File: config.mk
export PLATFORM = sky130hd
export DESIGN_NAME = change_dispenser
export DESIGN_NICKNAME = d
export VERILOG_FILES = /design/src/rtl/change_dispenser.sv
export SDC_FILE = /design/constraint.sdc
export NUM_CORES = 1
export LEC_CHECK = 0
export ABC_AREA = 0
export BUFFER_PORTS_ARGS = -buffer_cell sky130_fd_sc_hd__buf_2
export CAP_MARGIN = 15
export CELL_PAD_IN_SITES_DETAIL_PLACEMENT = 0
export CELL_PAD_IN_SITES_GLOBAL_PLACEMENT = 1
export CORE_ASPECT_RATIO = 1.75
export CORE_MARGIN = 2
export CORE_UTILIZATION = 33
export DETAILED_ROUTE_END_ITERATION = 10
export PLACE_DENSITY = 0.59
export SKIP_LAST_GASP = 1
export SYNTH_ARGS = -nofsm -noshare
export SYNTH_HDL_FRONTEND = slang
export SYNTH_SLANG_ARGS = --single-unit
File: constraint.sdc
create_clock -name clk -period 3.7 [get_ports clk]
set_clock_uncertainty 0.15 [all_clocks]
set_input_delay 0.37 -clock clk [delete_from_list [all_inputs] [get_ports clk]]
set_output_delay 0.37 -clock clk [all_outputs]
set_load 0.03 [all_outputs]
File: src/rtl/change_dispenser.sv
// change_dispenser: ejects loaded coins one at a time, largest first, with a running cents total.
// Define CHANGE_DISPENSER_SENSE_EN to confirm each coin on coin_sensed, with a timeout fault.
module change_dispenser #(
  parameter int PULSE_CYCLES = 4,
  parameter int GAP_CYCLES = 2,
  parameter int SENSE_TIMEOUT = 16
) (
  input  logic        clk,
  input  logic        reset,
  input  logic        load,
  input  logic [3:0]  dollars,
  input  logic [3:0]  halves,
  input  logic [3:0]  quarters,
  input  logic [3:0]  dimes,
  input  logic [3:0]  nickels,
  input  logic        abort,
  input  logic        coin_sensed,
  output logic        ready,
  output logic        busy,
  output logic [4:0]  eject,
  output logic [11:0] dispensed_cents,
  output logic        done,
  output logic        fault
);
  typedef enum logic [2:0] {IDLE, SELECT, PULSE, GAP, DONE, WAIT_SENSE, FAULT} state_t;
  state_t state, state_d;
  logic [4:0][3:0] cnt, cnt_d;
  logic [2:0] sel, sel_d, pick;
  logic [15:0] tmr, tmr_d;
  logic [11:0] cents_d, val;
  logic [4:0] eject_d;
  always_comb begin
    pick = 3'd0;
    for (int i = 0; i < 5; i++)
      if (cnt[i] != 4'd0) pick = 3'(i);
  end
  always_comb
    val = sel == 3'd4 ? 12'd100 : sel == 3'd3 ? 12'd50 : sel == 3'd2 ? 12'd25 : sel == 3'd1 ? 12'd10 : 12'd5;
  always_comb begin
    state_d = state;
    cnt_d = cnt;
    sel_d = sel;
    tmr_d = tmr + 16'd1;
    cents_d = dispensed_cents;
    case (state)
      IDLE: if (load) begin
        cnt_d = {dollars, halves, quarters, dimes, nickels};
        cents_d = '0;
        state_d = SELECT;
      end
      SELECT: begin
        tmr_d = '0;
        sel_d = pick;
        state_d = |cnt ? PULSE : DONE;
      end
      PULSE: if (tmr == 16'(PULSE_CYCLES - 1)) begin
        tmr_d = '0;
`ifdef CHANGE_DISPENSER_SENSE_EN
        state_d = WAIT_SENSE;
`else
        cnt_d[sel] = cnt[sel] - 4'd1;
        cents_d = dispensed_cents + val;
        state_d = GAP;
`endif
      end
      WAIT_SENSE: if (coin_sensed) begin
        tmr_d = '0;
        cnt_d[sel] = cnt[sel] - 4'd1;
        cents_d = dispensed_cents + val;
        state_d = GAP;
      end else if (tmr == 16'(SENSE_TIMEOUT - 1)) state_d = FAULT;
      GAP: if (tmr == 16'(GAP_CYCLES - 1)) state_d = SELECT;
      DONE: state_d = IDLE;
      FAULT: state_d = FAULT;
      default: state_d = IDLE;
    endcase
    // abort discards the remaining coins but keeps the total reached so far
    if (abort && state != IDLE) begin
      state_d = IDLE;
      cnt_d = '0;
      cents_d = dispensed_cents;
    end
    eject_d = state_d == PULSE ? 5'(5'd1 << sel_d) : 5'd0;
  end
  always_ff @(posedge clk) begin
    if (!reset) begin
      state <= IDLE;
      cnt <= '0;
      sel <= '0;
      tmr <= '0;
      dispensed_cents <= '0;
      eject <= '0;
    end else begin
      state <= state_d;
      cnt <= cnt_d;
      sel <= sel_d;
      tmr <= tmr_d;
      dispensed_cents <= cents_d;
      eject <= eject_d;
    end
  end
  assign ready = state == IDLE;
  assign busy = state != IDLE;
  assign done = state == DONE;
`ifdef CHANGE_DISPENSER_SENSE_EN
  assign fault = state == FAULT;
`else
  assign fault = 1'b0;
`endif
endmodule
==> reports/metrics.cfg <==
[run_status]
status = completed

[layout]
stdcell_area_um2 = 4030
fillCellCount = 1066
regArea_um2 = 1180
drive_gt1_share_pct = 20.9
antenna_cells = 0
fin_util_pct = 39.3
synthToLayoutAreaGrowth_pct = 17.0
nets = 476
multi_input_area_um2 = 2110

[critical_path]
crit_path_start_kind = register
path_delay_family = compound AO/OA/AOI/OAI gates
slowest_delay_ns = 0.58
path_buf_inv = 2
r2r_setup_slack_ns = 0.55
reg2reg_depth = 13
rr_endpoint = dispensed_cents[8]
cp-end-kind = register
cpMaxStageDelayCell = dfxtp_1
cp_max_fo = 10
crit_type = register to register
cpMostUsedCell = nor2_1
crit_arrival_ns = 3.22
critPathRequiredTime_ns = 3.77
rr_startpoint = sel[0]
path_cells = nor2_1, nand2_2, clkinv_1, nor2_1, ha_1, inv_1, fa_1, nor2b_1, o21a_1, o21ai_0, a21oi_1, a31oi_1, a41o_1

[job]
drv_cap = 0

[worst_hold_path]
whs_path_depth = 3
worstHoldStart = nickels[0]
worstHoldEndpoint = cnt[0]
hold_path.class = input port to register

[synthesis]
syn_nets = 434
synth.cell_area_um2 = 3440
ys_top_cells_by_area = dfxtp_1 34%, nor2_1 6.4%, xnor2_1 3.8%
synth-edff-count = 0
synth_async_sr_flop_share_pct = 0
synthCells = 398
synth_seq_cells = 59
yosys.area.top_type_share_pct = 34.3
synth_top_area_cell = dfxtp_1
ys_warn_count = 0
yosysSeqAreaShare_pct = 34.3
synth.avg_cell_area_um2 = 8.65
synth-main-ff-cell = dfxtp_1
yosysUniqueCellTypes = 65

[grt]
overflow = 0
grt_max_degree = 29
antenna_found_initial = 0
gr-usage-all-layers_pct = 17.4
grt_pass1_vias = 2999
grt_pass1_wl_um = 15000

[timing]
grt_setup_unrepaired = false
finalMaxSlewViolations = 0
max_freq_ghz = 0.318
slew_headroom_pct = 35.9
hold_slack_ns = 0.166
setup_viol = 0
period_share_pct = 85.1
min_period_ns = 3.15
finalHoldViolCount = 0
worstMarginPinSlew_ns = 0.961
fin_setup_tns_ns = 0

[cts]
path_clk_slew_ns = 0.05
htree_levels = 3
cts_tree = yes
cts_sinks = 59
cts_made_buffers = 9
clk_latency_ns = 0.33
postCtsSetupBuffers = 0
hold_buffers = 0
root_buffer = clkbuf_16
cts-resized-gates = 0
cts_max_path_buffers = 2

[die]
start_util_pct = 33.6
ios = 46
die-area_um2 = 11300
core-area_um2 = 10200
rows = 49
die_h_um = 139
die_x_um = 81.2

[route]
drt_iter0_drc = 150
vias_per_cell = 5.19
route.antenna.remaining_nets = 0
wl_um = 9220
dr.pass1.iters = 4
vias = 2965
drc = 0
post_drt_wl_per_cell_um = 16.1

[place]
hpwl_um = 7060
gp_congestion = 0.830
placed_area_um2 = 3740
numPortBuffers = 44

[pwr]
power_w = 0.00243
p_leak_nw = 1.60
powerDensity_nw_per_um2 = 605
ir_drop_mv = 0.263

worst max path at each step:
stage	depth (start not counted)	slack, ns	startpoint	endpoint
floorplan	14	1.03	sel[1]	dispensed_cents[8]
global placement	13	0.63	sel[0]	dispensed_cents[10]
detailed placement	13	0.53	sel[0]	dispensed_cents[8]
CTS	13	0.53	sel[0]	dispensed_cents[8]
global route	13	0.28	sel[0]	dispensed_cents[10]
finish	13	0.55	sel[0]	dispensed_cents[8]
metal layers:
layer,track usage [%],vias up,part of all wire [%]
li1,-,1525,-
met1,19.4,1374,40
met2,30.7,49,54
met3,3.26,17,3.0
met4,8.12,0,3.1
met5,0,-,0
Yosys cell counts, types with 3 or more instances:
library cell	n
nor3b_1	3
nand2_2	3
buf_4	3
clkbuf_1	4
nand2b_1	4
buf_6	4
a21o_1	4
o21ai_0	6
a211oi_1	15
xnor2_1	15
a211oi_4	4
mux4_2	4
ha_1	10
or4_1	4
a21oi_1	24
a21boi_0	4
inv_1	11
a211oi_2	4
dfxtp_1	59
xor2_1	7
or3_1	5
nand4_1	8
and3_1	7
nand3_1	13
o31a_1	3
buf_2	6
nor2b_1	6
nor2_1	59
nor4_4	3
nand2_1	33
a22oi_1	7
nor3_1	13
power breakdown:
group	leakage, nW	internal [W]	switching, W	total (W)
Sequential	0.481	0.000715	0.0000871	0.000802
Clock	0.134	0.000514	0.000295	0.000809
Combinational	0.985	0.000302	0.000521	0.000823
Total	1.60	0.00153	0.000903	0.00243
cell type report:
cell class | count | share of cell area [%]
tap | 127 | 3.95
clock buffer | 10 | 5.69
inverter | 12 | 1.12
clock inverter | 5 | 1.37
multi-input combinational | 310 | 52.3
timing repair buffer | 48 | 6.22
sequential | 59 | 29.3
flip-flops by register name, indices dropped and copies added (netlist names):
signal / flops
sel: 3
tmr: 16
dispensed_cents: 12
cnt: 20
eject: 5
state: 3
tightest hold or removal path, delay by kind of cell:
family | cells | cell delay [ns]
and+or+nand+nor | 1 | 0.05
buffers and inverters | 1 | 0.10
AOI/OAI and AO/OA | 1 | 0.07
metrics by stage:
stage	worst slack (ns)	cells
4_1_cts	0.532	571
2_1_floorplan	1.03	398
3_3_place_gp	0.626	556
3_5_place_dp	0.532	556
6_report	0.552	571
5_1_grt	0.275	571
cell families (layout without fill, tap and decap cells):
group | Yosys count | count (layout) | share of synthesized area, %
xor gates and xnor gates | 22 | 22 | 5.60
DFF | 59 | 59 | 34.3
muxes | 4 | 4 | 2.62
other | 1 | 1 | 0.109
buffers and inverters | 29 | 75 | 4.58
adders and majority gates | 11 | 11 | 4.22
and+or+nand+nor | 173 | 173 | 25.9
AOI/OAI and AO/OA | 99 | 99 | 22.7
cell usage in the layout (no fill, tap or decap), drive strengths merged, types with 2 or more instances in the layout:
cell      count
a311oi        2
xnor2        15
nand2b        4
clkbuf       10
xor2          7
buf          48
o32a          2
or4           4
nor4          5
a21boi        4
o21ai         8
nand2        36
nor2b         6
or3           5
a21oi        26
a21o          4
o31a          4
a41o          2
nor3b         3
and2          3
ha           10
mux4          4
nand4         8
dfxtp        59
or2           2
o31ai         2
clkinv        3
a22oi         8
nor3         13
o21a          2
nand3        13
nor2         59
and3          8
a211oi       23
clkinvlp      2
inv          11
a31oi         2
(Power assumes the default switching activity.)
